==> config.mk <==
export PLATFORM = sky130hd
export DESIGN_NAME = banked_memory_bus
export DESIGN_NICKNAME = d
export VERILOG_FILES = /design/src/rtl/banked_memory_bus.sv
export SDC_FILE = /design/constraint.sdc
export NUM_CORES = 1
export LEC_CHECK = 0
export ABC_AREA = 1
export CAP_MARGIN = 30
export CORE_MARGIN = 10
export CORE_UTILIZATION = 47
export CTS_BUF_LIST = sky130_fd_sc_hd__clkbuf_2
export DETAILED_ROUTE_END_ITERATION = 8
export GPL_TIMING_DRIVEN = 0
export HOLD_SLACK_MARGIN = 0.05
export PLACE_DENSITY = 0.82
export SLEW_MARGIN = 25
export SYNTH_ARGS = -nofsm -noshare
export SYNTH_HDL_FRONTEND = slang
export SYNTH_SLANG_ARGS = --single-unit
==> constraint.sdc <==
create_clock -name clk -period 1.8 [get_ports clk]
set_input_delay 0.27 -clock clk [delete_from_list [all_inputs] [get_ports clk]]
set_output_delay 0.27 -clock clk [all_outputs]
set_load 0.02 [all_outputs]
==> src/rtl/banked_memory_bus.sv <==
// banked_memory_bus: bridges a single CPU request port onto NUM_BANKS memory banks.
// The top BANK_BITS address bits pick the bank. The remaining bits form the in-bank address.
// Banks flagged in WAIT_MASK complete through bank_ready and can time out.
// All other banks complete in a fixed single ACCESS cycle.
// Ports:
//   clk, reset (async active-low)
//   bus_enable, write_enable, address, data_in : CPU request, sampled in IDLE
//   data_out, ready, timeout_error, clear_error : CPU response / sticky error
//   bank_select, bank_write_enable              : one-hot bank strobes
//   bank_address, bank_data_in                  : latched request toward banks
//   bank_data_out, bank_ready                   : per-bank read data / completion
module banked_memory_bus #(
  parameter int unsigned ADDR_WIDTH = 16,
  parameter int unsigned DATA_WIDTH = 8,
  parameter int unsigned BANK_BITS  = 2,
  parameter logic [(2**BANK_BITS)-1:0] WAIT_MASK = 4'b1000,
  parameter int unsigned TIMEOUT    = 255
) (
  input  logic                                   clk,
  input  logic                                   reset,
  input  logic                                   bus_enable,
  input  logic                                   write_enable,
  input  logic [ADDR_WIDTH-1:0]                  address,
  input  logic [DATA_WIDTH-1:0]                  data_in,
  output logic [DATA_WIDTH-1:0]                  data_out,
  output logic                                   ready,
  output logic                                   timeout_error,
  input  logic                                   clear_error,
  output logic [(2**BANK_BITS)-1:0]              bank_select,
  output logic [(2**BANK_BITS)-1:0]              bank_write_enable,
  output logic [ADDR_WIDTH-BANK_BITS-1:0]        bank_address,
  output logic [DATA_WIDTH-1:0]                  bank_data_in,
  input  logic [(2**BANK_BITS)*DATA_WIDTH-1:0]   bank_data_out,
  input  logic [(2**BANK_BITS)-1:0]              bank_ready
);

  localparam int unsigned NUM_BANKS  = 2**BANK_BITS;
  localparam int unsigned OFF_WIDTH  = ADDR_WIDTH - BANK_BITS;
  localparam int unsigned CNT_WIDTH  = 8;
  localparam logic [CNT_WIDTH-1:0] CNT_LAST = CNT_WIDTH'(TIMEOUT - 1);

  typedef enum logic [1:0] {
    S_IDLE   = 2'd0,
    S_ACCESS = 2'd1,
    S_WAIT   = 2'd2,
    S_DONE   = 2'd3
  } state_e;

  state_e                 state_q, state_d;
  logic [BANK_BITS-1:0]   bank_q, bank_d;
  logic                   write_q, write_d;
  logic [CNT_WIDTH-1:0]   cnt_q, cnt_d;
  logic [OFF_WIDTH-1:0]   bank_address_q, bank_address_d;
  logic [DATA_WIDTH-1:0]  bank_data_in_q, bank_data_in_d;
  logic [DATA_WIDTH-1:0]  data_out_q, data_out_d;
  logic                   ready_q, ready_d;
  logic                   timeout_error_q, timeout_error_d;
  logic [NUM_BANKS-1:0]   bank_select_q, bank_select_d;
  logic [NUM_BANKS-1:0]   bank_write_enable_q, bank_write_enable_d;

  logic [BANK_BITS-1:0]   req_bank;
  logic [NUM_BANKS-1:0]   cur_onehot;
  logic [DATA_WIDTH-1:0]  rd_data;
  logic                   timeout_set;

  assign req_bank   = address[ADDR_WIDTH-1 -: BANK_BITS];
  assign cur_onehot = NUM_BANKS'(1) << bank_q;
  assign rd_data    = bank_data_out[bank_q*DATA_WIDTH +: DATA_WIDTH];

  // Next-state and registered-output logic; strobes are computed for the upcoming state.
  always_comb begin
    state_d             = state_q;
    bank_d              = bank_q;
    write_d             = write_q;
    cnt_d               = cnt_q;
    bank_address_d      = bank_address_q;
    bank_data_in_d      = bank_data_in_q;
    data_out_d          = data_out_q;
    timeout_error_d     = timeout_error_q;
    ready_d             = 1'b0;
    bank_select_d       = '0;
    bank_write_enable_d = '0;
    timeout_set         = 1'b0;

    unique case (state_q)
      S_IDLE: begin
        if (bus_enable) begin
          bank_d              = req_bank;
          bank_address_d      = address[OFF_WIDTH-1:0];
          bank_data_in_d      = data_in;
          write_d             = write_enable;
          bank_select_d       = NUM_BANKS'(1) << req_bank;
          bank_write_enable_d = write_enable ? (NUM_BANKS'(1) << req_bank) : '0;
          state_d             = S_ACCESS;
        end
      end
      S_ACCESS: begin
        // bank_ready is deliberately not looked at here
        if (!WAIT_MASK[bank_q]) begin
          if (!write_q) data_out_d = rd_data;
          ready_d = 1'b1;
          state_d = S_DONE;
        end else begin
          cnt_d               = '0;
          bank_select_d       = cur_onehot;
          bank_write_enable_d = write_q ? cur_onehot : '0;
          state_d             = S_WAIT;
        end
      end
      S_WAIT: begin
        // Ready in the final counted cycle still wins over the timeout
        if (bank_ready[bank_q]) begin
          if (!write_q) data_out_d = rd_data;
          ready_d = 1'b1;
          state_d = S_DONE;
        end else if (cnt_q == CNT_LAST) begin
          if (!write_q) data_out_d = '1;
          timeout_set = 1'b1;
          ready_d     = 1'b1;
          state_d     = S_DONE;
        end else begin
          cnt_d               = cnt_q + CNT_WIDTH'(1);
          bank_select_d       = cur_onehot;
          bank_write_enable_d = write_q ? cur_onehot : '0;
        end
      end
      S_DONE: begin
        state_d = S_IDLE;
      end
      default: begin
        state_d = S_IDLE;
      end
    endcase

    // Sticky error: a new timeout overrides a simultaneous clear
    if (clear_error) timeout_error_d = 1'b0;
    if (timeout_set) timeout_error_d = 1'b1;
  end

  // State and output registers
  always_ff @(posedge clk or negedge reset) begin
    if (!reset) begin
      state_q             <= S_IDLE;
      bank_q              <= '0;
      write_q             <= 1'b0;
      cnt_q               <= '0;
      bank_address_q      <= '0;
      bank_data_in_q      <= '0;
      data_out_q          <= '0;
      ready_q             <= 1'b0;
      timeout_error_q     <= 1'b0;
      bank_select_q       <= '0;
      bank_write_enable_q <= '0;
    end else begin
      state_q             <= state_d;
      bank_q              <= bank_d;
      write_q             <= write_d;
      cnt_q               <= cnt_d;
      bank_address_q      <= bank_address_d;
      bank_data_in_q      <= bank_data_in_d;
      data_out_q          <= data_out_d;
      ready_q             <= ready_d;
      timeout_error_q     <= timeout_error_d;
      bank_select_q       <= bank_select_d;
      bank_write_enable_q <= bank_write_enable_d;
    end
  end

  assign data_out          = data_out_q;
  assign ready             = ready_q;
  assign timeout_error     = timeout_error_q;
  assign bank_select       = bank_select_q;
  assign bank_write_enable = bank_write_enable_q;
  assign bank_address      = bank_address_q;
  assign bank_data_in      = bank_data_in_q;

endmodule

==> key figures, run 1 <==
STA
  • RSZ-0062 raised after global routing: false
  • Max-slew violation count: 0
  • Final hold viol count: 0
  • Clock skew: 0.0273 ns
  • Final period util: 0.954
  • Setup_tns: 0 ns
  • Worst hold slack: slightly below 0.3 ns
  • Final setup margin: between 0.08 and 0.09 ns
  • # setup viols final: 0
  • Final period demand of the worst path: around 1.7 ns
  • Slew @ Worst Pin: roughly 0.68 ns
  • Worst slew margin: 0.549
  • Peak Freq: 582 MHz

Detailed routing
  • DRT iter0 DRCs: about 190
  • Final wirelength: 8740 um
  • Remaining antenna violation count: 0
  • Via count: around 3000
  • Vias per cell: slightly below 5
  • WL per Instance: 14.2 um
  • DRC: 0
  • First-pass DRT Iterations: 4

Global routing
  • Total Routing Usage GR: 0.166
  • Vias in the first global route: ~2800
  • Remaining Overflow, GRT: 0
  • Initial antenna violation count: 0
  • Largest net degree at the start of global routing: 54
  • First-pass GRT wire length: ~14000 um

Clock network
  • CTS tree: done
  • CTS buffer count: 5
  • Skew-Pair Late Insertion Delay: about 0.46 ns
  • Clk slew on worst S/H paths: 0.29 ns
  • H-tree depth: 2
  • CTS root buffer: clkbuf_2
  • CTS sink cnt: 53
  • Clock Tree Buf Depth: 2

Synth
  • Ranking of synthesized cells by area: dfrtp_1, nand2_1, inv_1, ha_1, nand3_1
  • Total of warnings raised by yosys: 0
  • Most common cell in the netlist: nand2_1
  • EDFF count, synth: 0
  • Synthesized Nets: ~490
  • Post-synthesis sequential area ratio: 0.442
  • Average cell area after synthesis: just over 7 um^2
  • Post-Syn Area: around 0.003 mm^2
  • Post-synthesis cell count: about 420
  • Main synth FF type: dfrtp_1
  • Asr flop ratio synth: 1.00
  • Seq cells post-synth: 53
  • Top-area cell type share of the netlist area: 0.442
  • Commonest cells post-synth: nand2_1, dfrtp_1, inv_1, nand3_1, nor2_1
  • Synth area leader: dfrtp_1
  • Post-synth cell types: 31

Floorplan
  • Die Y-Extent: 99.9 um
  • Die area: 0.00997 mm^2
  • Io pins: about 110
  • Die X-Extent: about 100 um
  • Starting Density: 0.478
  • Core ar.: 0.00628 mm^2
  • FP Rows: 29

Critical path
  • Critical path capture point type: output pin
  • Critical Path, Cell by Cell: clkdlybuf4s50_1
  • Reg2Reg Capture Point: data_out[5]
  • Flop2flop setup slack: approximately 0.15 ns
  • Worst EP arrival: between 1 and 1.5 ns
  • Delay of the slowest cell on the worst path: 0.60 ns
  • R2r startpoint: state_q[0]
  • Worst R2R Path Depth: 8
  • Worst setup path class: reg2out
  • Crit-path slowest cell: clkdlybuf4s50_1
  • Req. time, crit path: ~1.5 ns
  • Worst Path Max Fanout: 1
  • Cell family with most CP delay: buffers and inverters
  • WP depth: 1
  • WP buf/inv: 1
  • CP Launch Type: flip-flop

Pwr
  • Leak: around 2.6 nW
  • VDD IR max: between 0.0008 and 0.0009 V
  • Pwr dens: approximately 1500 mW/mm^2

Place
  • Port Buf Inserts: around 100
  • Dpl ws: -0.0867 ns
  • GPL Wtd Cong: between 0.8 and 0.9
  • Dpl hpwl: 6790 um
  • Placed cell count: 603

Layout
  • Layout cells sized above 1: 0.0819
  • Synth-to-Final Area Change: 43.7%
  • # nets final: about 600
  • FILL cells: approximately 520
  • Final std cells w/o fill: 614
  • Antenna cells: 0

Min path
  • WHS Path Cells: 3
  • Hold_sp: address[9]
  • Worst Hold Class: in2reg
  • Worst hold endpoint: bank_address[9]

Flow run
  • Max-cap violations: 0

Status
  • Run status: complete, no violations
## stage by stage
step           utilization  power, mW  area (um^2)
4_1_cts              0.671       6.52         4210
5_1_grt              0.686       7.00         4310
3_5_place_dp         0.658       5.89         4130
3_3_place_gp         0.659       5.77         4140
6_report             0.686       6.46         4310
2_1_floorplan            -       4.42         3000
## how the worst max path moves through the flow
| stage | from | endpoint | slack [ns] |
|---|---|---|---|
| detailed placement | state_q[0] | bank_address[3] | -0.09 |
| floorplan | state_q[0] | bank_write_enable[3] | 0.26 |
| global route | bank_write_enable[2] | bank_write_enable[2] | 0.001 |
| global placement | reset | timeout_error | -1.08 |
| finish | bank_select[0] | bank_select[0] | 0.08 |
| CTS | bank_data_in[6] | bank_data_in[6] | 0.004 |
## layout by cell type (no fill, tap or decap), drive strengths merged, types with 3 or more instances in the layout
cell type	n
a21oi	6
buf	13
clkbuf	13
clkdlybuf4s50	70
dfrtp	53
dlygate4sd2	3
dlymetal6s2s	30
ha	6
inv	29
nand2	242
nand3	16
nand4	7
nor2	17
o211ai	8
o21ai	11
xor2	3
## state kept, by name (all words and copies together) (netlist names)
name and flops:
bank_q 2, write_q 1, bank_address 14, timeout_error 1, bank_write_enable 4, ready 1, data_out 8, state_q 2
bank_data_in 8, bank_select 4, cnt_q 8
## cells by family (layout without fill, tap and decap cells)
logic type,count (synthesis),after routing,synth area share
buf+inv,46,161,0.0705
compound gates,30,30,0.0601
xor+xnor,3,3,0.00877
fa+ha+maj,6,6,0.0250
flops,53,53,0.442
simple gates,284,284,0.393
## report_power, final
part / total, mW / internal (mW) / switching, mW
clock: 0.634 / 0.238 / 0.396
combinational: 3.96 / 1.55 / 2.41
sequential: 1.87 / 1.62 / 0.243
total: 6.46 / 3.41 / 3.05
## final cells by class
class                           instances  area [um^2]  area share
Multi-Input combinational cell        323         1460       0.340
Sequential cell                        53         1330       0.308
Timing Repair Buffer                  107         1130       0.263
Buffer                                 18          111      0.0258
Inverter                               28          108      0.0250
Tap cell                               77         96.3      0.0224
Clock inverter                          3         43.8      0.0102
Clock buffer                            5         25.0     0.00581
## per-layer routing
layer | part of all wire | global-route usage | wire length, um
met5 | 0 | 0 | 0
met4 | 0.013 | 0.0474 | 117
met3 | 0.038 | 0.0261 | 331
met2 | 0.53 | 0.292 | 4610
met1 | 0.42 | 0.203 | 3680
## timing repair
action,in CTS,in global routing
hold buffers,1,0
buffers inserted,0,2
hold endpoints to repair,53,0
resized for setup,7,33
endpoints found under the setup margin,30,64
Note: power is estimated with default switching activity, not from simulation.
==> inputs of run 2 (changes only) <==
- CORE_UTILIZATION: 47 -> 50
- PLACE_DENSITY: 0.82 -> 0.86
- clock period: 1.8 -> 2.1 ns (I/O delays scaled with it)
==> run 2 against run 1 <==
Against the previous run: count of clock-buffer cells in the layout unchanged; wire length up 2.0%; clock skew up 0.016 ns; critical endpoint is now data_out[5]; cell count down 0.65%; worst hold slack better by 0.012 ns; setup slack better by 0.12 ns; via count up 1.4%.
==> key figures, run 2 (same netlist as run 1, synthesis figures left out) <==
Floorplan
  • Die area: 0.00949 mm^2 (-4.8%)
  • Io pins: 105 (unchanged)
  • Die Y-Extent: 97.4 um (-2.4%)
  • Core ar.: 0.00589 mm^2 (-6.2%)
  • Die X-Extent: 97.4 um (-2.4%)
  • Starting Density: 0.509 (+0.0318)
  • FP Rows: 28 (-3.4%)

Critical path
  • CP Launch Type: flip-flop
  • Cell family with most CP delay: buffers and inverters
  • Delay of the slowest cell on the worst path: 0.63 ns (+0.03 ns)
  • WP buf/inv: 1 (unchanged)
  • Worst Path Max Fanout: 3 (+2)
  • Worst setup path class: reg2out
  • Worst EP arrival: 1.58 ns (+0.13 ns)
  • Worst R2R Path Depth: 8 (unchanged)
  • Critical path capture point type: output pin
  • WP depth: 1 (unchanged)
  • Critical Path, Cell by Cell: clkdlybuf4s50_1
  • Crit-path slowest cell: clkdlybuf4s50_1
  • Req. time, crit path: 1.78 ns (+0.25 ns)

Clock network
  • Skew-Pair Late Insertion Delay: 0.48 ns (+0.02 ns)
  • CTS sink cnt: 53 (unchanged)
  • CTS tree: done
  • CTS buffer count: 5 (unchanged)
  • H-tree depth: 2 (unchanged)
  • Clock Tree Buf Depth: 2 (unchanged)
  • CTS root buffer: clkbuf_2
  • Clk slew on worst S/H paths: 0.32 ns (+0.03 ns)
  • Post-CTS setup buffer count: 0 (unchanged)

Layout
  • Synth-to-Final Area Change: 40.0%
  • Commonest non-fill, non-tap cell in the layout: nand2_1
  • FILL cells: 466 (-9.7%)
  • Area of the multi-input gates: 0.00146 mm^2 (unchanged)
  • Layout cells sized above 1: 0.0710 (-0.0109)
  • Most frequent cells in the layout: nand2_1, clkdlybuf4s50_1, dfrtp_1
  • Max FFs per register: 14 (unchanged)
  • Antenna cells: 0 (unchanged)
  • Design area: 0.00420 mm^2 (-2.6%)
  • # nets final: 605 (-0.33%)
  • Register area: 0.00133 mm^2 (unchanged)

STA
  • Final period util: 0.903
  • # setup viols final: 0 (unchanged)
  • Slew @ Worst Pin: 0.672 ns (-0.00484 ns)
  • Peak Freq: around 530 MHz
  • Final hold viol count: 0 (unchanged)
  • Setup_tns: 0 ns (unchanged)
  • RSZ-0062 raised after global routing: false
  • Final period demand of the worst path: 1.90 ns
  • Clock skew: 0.0432 ns (+0.0159 ns)
  • Worst slew margin: 0.552 (+0.00323)
  • Max-slew violation count: 0 (unchanged)

Place
  • Port Buf Inserts: 104 (unchanged)
  • Dpl cell area: 0.00413 mm^2 (about the same)
  • Dpl hpwl: 6970 um (+2.6%)
  • GPL Wtd Cong: 0.887 (+8.5%)

Global routing
  • First-pass GRT wire length: 14600 um (+5.3%)
  • Largest net degree at the start of global routing: 54 (unchanged)
  • Initial antenna violation count: 0 (unchanged)
  • Remaining Overflow, GRT: 0 (unchanged)
  • Total Routing Usage GR: 0.181 (+0.0152)
  • Vias in the first global route: 3032 (+7.3%)

Detailed routing
  • Remaining antenna violation count: 0 (unchanged)
  • WL per Instance: 14.6 um (+2.7%)
  • Final wirelength: 8910 um (+2.0%)
  • Via count: 3078 (+1.4%)
  • DRC: 0 (unchanged)
  • First-pass DRT Iterations: 5 (+1)
  • Vias per cell: 5.05 (+2.1%)
  • DRT iter0 DRCs: 323 (+66%)

Pwr
  • Leak: 2.13 nW (-17%)
  • VDD IR max: 0.000841 V (-3.2%)
  • Pwr dens: 1320 mW/mm^2 (-12%)

Min path
  • Worst Hold Class: in2reg
  • WHS Path Cells: 3 (unchanged)

Status
  • Run status: complete, no violations

Flow run
  • Max-cap violations: 0 (unchanged)
## run 2: tightest hold or removal path: stages
cell and delay, ns:
clkdlybuf4s50_1 0.39, nand2_1 0.06, nand2_1 0.04
## run 2: through the flow
stage / setup slack (ns) / instances / hold WS [ns] / total power [mW] / util
after detailed placement: 0.116 / 601 / 0.399 / 5.08 / 0.702
after CTS: 0.156 / 610 / 0.307 / 5.54 / 0.712
after global placement: -0.857 / 601 / 0.461 / 4.96 / 0.702
after global routing: 0.121 / 610 / 0.285 / 5.98 / 0.713
after floorplan: 0.557 / 422 / 0.0194 / 3.79 / -
final: 0.203 / 610 / 0.305 / 5.52 / 0.713
## run 2: power breakdown
part	total (mW)	internal, mW	leakage (nW)	switching, mW
clock network	0.448	0.0889	0.0296	0.359
logic	3.44	1.37	1.42	2.07
registers	1.63	1.39	0.685	0.240
## run 2: cell type report
class | count | area share
Multi-Input combinational cell | 323 | 0.349
Sequential cell | 53 | 0.316
Timing Repair Buffer | 105 | 0.250
Inverter | 28 | 0.0259
Buffer | 18 | 0.0253
Tap cell | 75 | 0.0224
Clock buffer | 5 | 0.00596
Clock inverter | 3 | 0.00596
## run 2: path summary, 6_finish.rpt
check,start,to,slack (ns)
max in group asynchronous,reset,bank_select[1],1.27
worst min register to register,bank_address[10],bank_address[10],0.52
min in group asynchronous,reset,bank_address[1],0.36
worst min-delay path,data_in[0],bank_data_in[0],0.31
worst max-delay path,data_out[5],data_out[5],0.20
worst max register to register,state_q[0],data_out[0],0.30
## run 2: what timing repair did
action                     CTS  global route
hold endpoints to repair    53             0
gates resized for setup      0             2
hold buffers                 1             0
setup endpoints to repair    0             5
## run 2: layer usage
layer / wire length [um] / global-route usage / part of all wire / up-vias
met3: 770 / 0.0605 / 0.086 / 19
met1: 3750 / 0.221 / 0.42 / 1397
met2: 4230 / 0.300 / 0.47 / 135
li1: - / - / - / 1527
met5: 0 / 0 / 0 / -
met4: 165 / 0.0414 / 0.019 / 0
